$ cat src/rtl/isop_fir_mac_if.sv
// Sample handshake bundle for isop_fir_mac.
// Input valid/ready, output valid pulse and busy status.
interface isop_fir_mac_if #(
  parameter int DIN_W  = 8,
  parameter int DOUT_W = 8
);
  logic                     in_valid;
  logic                     in_ready;
  logic signed [DIN_W-1:0]  in_data;
  logic                     out_valid;
  logic signed [DOUT_W-1:0] out_data;
  logic                     busy;

  modport master (
    output in_valid, in_data,
    input  in_ready, out_valid, out_data, busy
  );

  modport slave (
    input  in_valid, in_data,
    output in_ready, out_valid, out_data, busy
  );
endinterface

$ cat src/rtl/isop_fir_mac.sv
// Symmetric ISOP FIR, one time-shared MAC, rounded output.
// Define ISOP_SAT_EN to clamp the output instead of wrapping it.
module isop_fir_mac #(
  parameter int DIN_W  = 8,
  parameter int DOUT_W = 8,
  parameter int COEF_W = 26,
  parameter int NTAPS  = 15,
  parameter int FRAC   = 23,
  parameter int ACC_W  = 40,
  parameter logic [((NTAPS+1)/2)*COEF_W-1:0] COEFS = {
    26'sd14901461, -26'sd3125632, -26'sd868335, 26'sd1504341,
    -26'sd1038076, 26'sd477137, -26'sd157159, 26'sd54038
  }
) (
  input logic clk,
  input logic rst,
  isop_fir_mac_if.slave s
);
  localparam int H  = (NTAPS + 1) / 2;
  localparam int IW = $clog2(NTAPS);
  localparam int PW = DIN_W + 1 + COEF_W;
  localparam logic signed [ACC_W-1:0] HALF =
    ACC_W'(1) << (FRAC - 1);

  typedef enum logic [1:0] {
    S_IDLE,
    S_MAC,
    S_OUT
  } state_t;

  state_t                   r_state;
  logic signed [DIN_W-1:0]  r_x [NTAPS];
  logic signed [ACC_W-1:0]  r_acc;
  logic [IW-1:0]            r_k;
  logic                     r_rdy;
  logic                     r_busy;
  logic                     r_ov;
  logic signed [DOUT_W-1:0] r_od;

  logic signed [DIN_W-1:0]  w_xa;
  logic signed [DIN_W-1:0]  w_xb;
  logic signed [COEF_W-1:0] w_coef;
  logic                     w_last;
  logic signed [DIN_W:0]    w_psum;
  logic signed [DIN_W:0]    w_pre;
  logic signed [PW-1:0]     w_prod;
  logic signed [ACC_W-1:0]  w_ext;
  logic signed [ACC_W-1:0]  w_rnd;
  logic signed [ACC_W-1:0]  w_r;
  logic signed [DOUT_W-1:0] w_out;

  assign w_xa   = r_x[r_k];
  assign w_xb   = r_x[IW'(NTAPS - 1) - r_k];
  assign w_coef = COEFS[r_k*COEF_W +: COEF_W];
  assign w_last = (r_k == IW'(H - 1));

  // Folded pair sum; the centre tap has no partner.
  assign w_psum = {w_xa[DIN_W-1], w_xa}
                + {w_xb[DIN_W-1], w_xb};
  assign w_pre  = w_last ? {w_xa[DIN_W-1], w_xa} : w_psum;
  assign w_prod = PW'(w_pre) * PW'(w_coef);
  assign w_ext  = ACC_W'(w_prod);

  assign w_rnd  = r_acc + HALF;
  assign w_r    = w_rnd >>> FRAC;

`ifdef ISOP_SAT_EN
  localparam logic signed [ACC_W-1:0] MAXV =
    ACC_W'((1 << (DOUT_W - 1)) - 1);
  localparam logic signed [ACC_W-1:0] MINV = ~MAXV;
  assign w_out = (w_r > MAXV) ? DOUT_W'(MAXV) :
                 (w_r < MINV) ? DOUT_W'(MINV) :
                 DOUT_W'(w_r);
`else
  assign w_out = DOUT_W'(w_r);
`endif

  always_ff @(posedge clk) begin
    if (rst) begin
      r_state <= S_IDLE;
      for (int i = 0; i < NTAPS; i++) r_x[i] <= '0;
      r_acc   <= '0;
      r_k     <= '0;
      r_rdy   <= 1'b1;
      r_busy  <= 1'b0;
      r_ov    <= 1'b0;
      r_od    <= '0;
    end else begin
      r_ov <= 1'b0;
      unique case (r_state)
        S_IDLE: begin
          if (s.in_valid) begin
            for (int i = NTAPS - 1; i > 0; i--)
              r_x[i] <= r_x[i-1];
            r_x[0]  <= s.in_data;
            r_acc   <= '0;
            r_k     <= '0;
            r_rdy   <= 1'b0;
            r_busy  <= 1'b1;
            r_state <= S_MAC;
          end
        end
        S_MAC: begin
          r_acc <= r_acc + w_ext;
          r_k   <= r_k + IW'(1);
          if (w_last) r_state <= S_OUT;
        end
        S_OUT: begin
          r_od    <= w_out;
          r_ov    <= 1'b1;
          r_rdy   <= 1'b1;
          r_busy  <= 1'b0;
          r_state <= S_IDLE;
        end
        default: r_state <= S_IDLE;
      endcase
    end
  end

  assign s.in_ready  = r_rdy;
  assign s.busy      = r_busy;
  assign s.out_valid = r_ov;
  assign s.out_data  = r_od;
endmodule
$ cat src/flat_wrapper.sv
// flat-port wrapper written by rule: the top's interface ports become plain ports
module isop_fir_mac_flat 
#(
  parameter int DIN_W  = 8,
  parameter int DOUT_W = 8,
  parameter int COEF_W = 26,
  parameter int NTAPS  = 15,
  parameter int FRAC   = 23,
  parameter int ACC_W  = 40,
  parameter logic [((NTAPS+1)/2)*COEF_W-1:0] COEFS = {
    26'sd14901461, -26'sd3125632, -26'sd868335, 26'sd1504341,
    -26'sd1038076, 26'sd477137, -26'sd157159, 26'sd54038
  }
)
  (clk, rst, s_in_valid, s_in_data, s_in_ready, s_out_valid, s_out_data, s_busy);
  isop_fir_mac_if #(.DIN_W(DIN_W), .DOUT_W(DOUT_W)) s_i ();
  input logic clk;
  input logic rst;
  input wire logic [$bits(s_i.in_valid)-1:0] s_in_valid;
  input wire logic [$bits(s_i.in_data)-1:0] s_in_data;
  output wire logic [$bits(s_i.in_ready)-1:0] s_in_ready;
  output wire logic [$bits(s_i.out_valid)-1:0] s_out_valid;
  output wire logic [$bits(s_i.out_data)-1:0] s_out_data;
  output wire logic [$bits(s_i.busy)-1:0] s_busy;
  assign s_i.in_valid = s_in_valid;
  assign s_i.in_data = s_in_data;
  assign s_in_ready = s_i.in_ready;
  assign s_out_valid = s_i.out_valid;
  assign s_out_data = s_i.out_data;
  assign s_busy = s_i.busy;
  isop_fir_mac #(.DIN_W(DIN_W), .DOUT_W(DOUT_W), .COEF_W(COEF_W), .NTAPS(NTAPS), .FRAC(FRAC), .ACC_W(ACC_W), .COEFS(COEFS)) u_core (.clk(clk), .rst(rst), .s(s_i));
endmodule
$ cat config.mk
export PLATFORM = sky130hd
export DESIGN_NAME = isop_fir_mac_flat
export DESIGN_NICKNAME = d
export VERILOG_FILES = /design/src/rtl/isop_fir_mac_if.sv /design/src/rtl/isop_fir_mac.sv /design/src/flat_wrapper.sv
export SDC_FILE = /design/constraint.sdc
export NUM_CORES = 1
export LEC_CHECK = 0
export CAP_MARGIN = 20
export CELL_PAD_IN_SITES_DETAIL_PLACEMENT = 2
export CELL_PAD_IN_SITES_GLOBAL_PLACEMENT = 2
export CORE_MARGIN = 2
export CORE_UTILIZATION = 43
export CTS_CLUSTER_SIZE = 8
export DETAILED_ROUTE_END_ITERATION = 10
export GPL_TIMING_DRIVEN = 0
export PLACE_DENSITY_LB_ADDON = 0.25
export SYNTH_ARGS = -nofsm -noshare
export SYNTH_HDL_FRONTEND = slang
export SYNTH_SLANG_ARGS = --single-unit
$ cat constraint.sdc
create_clock -name clk -period 11.2 [get_ports clk]
set_input_delay 2.24 -clock clk [delete_from_list [all_inputs] [get_ports clk]]
set_output_delay 2.24 -clock clk [all_outputs]
set_load 0.02 [all_outputs]
==> results.cfg <==
[routing]
drtIter0Drc = 1035
drt-wirelength-per-cell_um = 25.9
via_per_inst = 5.72
ant_nets = 0
drt-total-wl_um = 58200
drtPass1Iterations = 5
drt_drc_violations_left = 0
num_vias = 12900

[worst_setup_path]
crit_type = reg2reg
crit_required_ns = 11.60
crit_path_start_kind = flip-flop
max_stage_delay_ns = 0.57
cp_num_buf_inv = 8
crit_family = adder cells
crit_path_top_delay_cell = clkbuf_1
cp.arrival_ns = 11.15
path_common_cell = fa_1
path_max_fanout = 11
endpoint_kind = flip-flop

[timing]
max_freq_mhz = 93.0
finalCritPeriodShare = 0.960
skew_ns = 0.0133
worstMarginPinSlew_ns = 1.09
min_period_ns = 10.75
rsz0062_at_grt = no
fin_ws_ns = 0.449
slew_viol_final = 0
setup_viol = 0
relSlewSlack = 0.271
hold_violations = 0

[floorplan]
die_x_um = 201
start_util = 0.435
design.die.area_um2 = 40600
die_h_um = 201
ios = 22
rows = 72
core_region_area_um2 = 38600

[placed_design]
pre_cts_ws_ns = -0.962
post_dp_cell_area_um2 = 17700
place_inst = 2213
dp_hpwl_um = 45900
port_buffers = 20
gp_congestion = 0.858

[clock_tree]
clk_pin_slew_ns = 0.08
cts.sinks = 172
root_buffer = clkbuf_16
cts_buffer_depth = 2
htree_levels = 4
clkLatencyLatePin_ns = 0.51
cts-buffers-inserted = 17
cts_tree = yes
ctsHoldBuffers = 0

[synthesis]
ys_ff_latch = 172
avgSynthCellArea_um2 = 10.0
synthArstFlopShare = 0
synth_edf_count = 120
syn_nets = 1967
synth_ff_type = edfxtp_1
syn_inst = 1671
syn_area_um2 = 16800
synth_cell_types = 61
ys_seq_area_frac = 0.277
yosysWarnings = 0

[final_layout]
fill_cells = 4112
area_growth_syn_to_layout_pct = 9.73
fin_util = 0.477
ff_latch_area_um2 = 4640
multi_input_area_um2 = 10800
finalNonFillerCells = 2248
postLayoutCellArea_um2 = 18400
nets = 2012
drive_gt1_frac = 0.0775

[grt]
antenna_found_initial = 0
grt_overflow = 0
grt_pass1_vias = 14800
grt_pass1_wl_um = 90400
grt_max_degree = 33
grt.total_usage = 0.301

[outcome]
status = finished, final reports clean

[hold_path]
min_path_type = reg2reg

[flow_run]
drv_cap = 0
## per-layer routing
layer  global-route usage  vias up  share of wire
li1                     -     5555              -
met5                    0        -              0
met2                0.500      357           0.48
met3               0.0518      112          0.051
met1                0.395     6829           0.43
met4                0.112        0          0.034
## final cells by class
| cell class | instances | area share |
|---|---|---|
| well taps | 518 | 0.0352 |
| clock buffers | 17 | 0.0231 |
| flip-flops and latches | 172 | 0.253 |
| inverters | 276 | 0.0563 |
| diodes | 1 | 0.000136 |
| clock inverters | 15 | 0.00898 |
| plain buffers | 78 | 0.0182 |
| multi-input cells | 1145 | 0.589 |
| repair buffers | 26 | 0.0161 |
## cells in the final DEF, fill, tap and decap left out, types with 8 or more instances in the layout
cell / n
and3_1: 8
a21oi_1: 47
nand3_1: 13
clkbuf_16: 17
nor2_1: 122
inv_1: 273
nor3_1: 18
xnor2_1: 31
nand2b_1: 25
mux4_2: 51
and2_1: 132
o21a_1: 11
a211oi_1: 15
a21o_1: 14
edfxtp_1: 120
ha_1: 96
fa_1: 189
a22oi_1: 16
o21ai_0: 61
o21ai_1: 8
clkdlybuf4s50_1: 20
buf_2: 14
clkbuf_2: 8
nor2b_1: 25
clkbuf_1: 49
mux2i_1: 29
nand2_1: 150
dfxtp_1: 52
xor2_1: 12
## registers in the layout, indices dropped and copies added (netlist names), named ones only
register / flops
u_core.r_x: 120
u_core.r_acc: 31
u_core.s.out_data: 8
u_core.r_k: 4
u_core.r_state: 2
u_core.s.busy: 1
u_core.s.in_ready: 1
u_core.s.out_valid: 1
## worst paths after layout
path	from	endpoint	slack (ns)	cells after the start
max reg2reg	u_core.r_k[0]	u_core.r_acc[30]	0.45	33
min reg2reg	u_core.s.busy	u_core.s.busy	0.47	2
max	u_core.r_k[0]	u_core.r_acc[30]	0.45	33
min	u_core.s.busy	u_core.s.busy	0.47	2
## worst min-delay path: stages (launching register included)
cell and delay [ns]:
dfxtp_1 0.32, inv_1 0.05, a211oi_1 0.05
## timing repair
item                                    CTS  global route
buffers inserted                          0             0
pin swaps                                 0             0
endpoints found under the setup margin   18            18
resized for setup                        11            21
hold endpoints to repair                  0             0
## stage by stage
step                TNS [ns]  hold slack [ns]
floorplan                  0            0.429
detailed placement     -7.21            0.459
CTS                        0            0.477
global route               0            0.510
finish                     0            0.473
global placement      -46.89            0.445
## kinds of logic after synthesis
logic type / share of synthesized area
fa+ha+maj: 0.297
simple gates: 0.150
compound gates: 0.0826
buf+inv: 0.0807
flops: 0.277
mux: 0.0881
xor+xnor: 0.0243
## cell usage after synthesis (all sizes together), types with 8 or more instances
library cell  number  share of area
inv              276          0.062
fa               189           0.23
nand2            150          0.034
and2             133          0.050
nor2             123          0.028
edfxtp           120           0.21
ha                96          0.072
o21ai             69          0.021
clkbuf            57          0.013
dfxtp             52          0.062
mux4              51          0.069
a21oi             49          0.015
xnor2             31          0.016
mux2i             29          0.017
nand2b            25         0.0093
nor2b             25         0.0093
buf               21         0.0061
nor3              19         0.0057
a211oi            16         0.0072
a22oi             16         0.0072
a21o              14         0.0063
nand3             13         0.0039
xor2              13         0.0068
o21a              11         0.0049
and3               8         0.0030
Power is left out: the tool's default activity adds up to more than one toggle a clock period on the data nets, which glitch-free logic cannot reach.
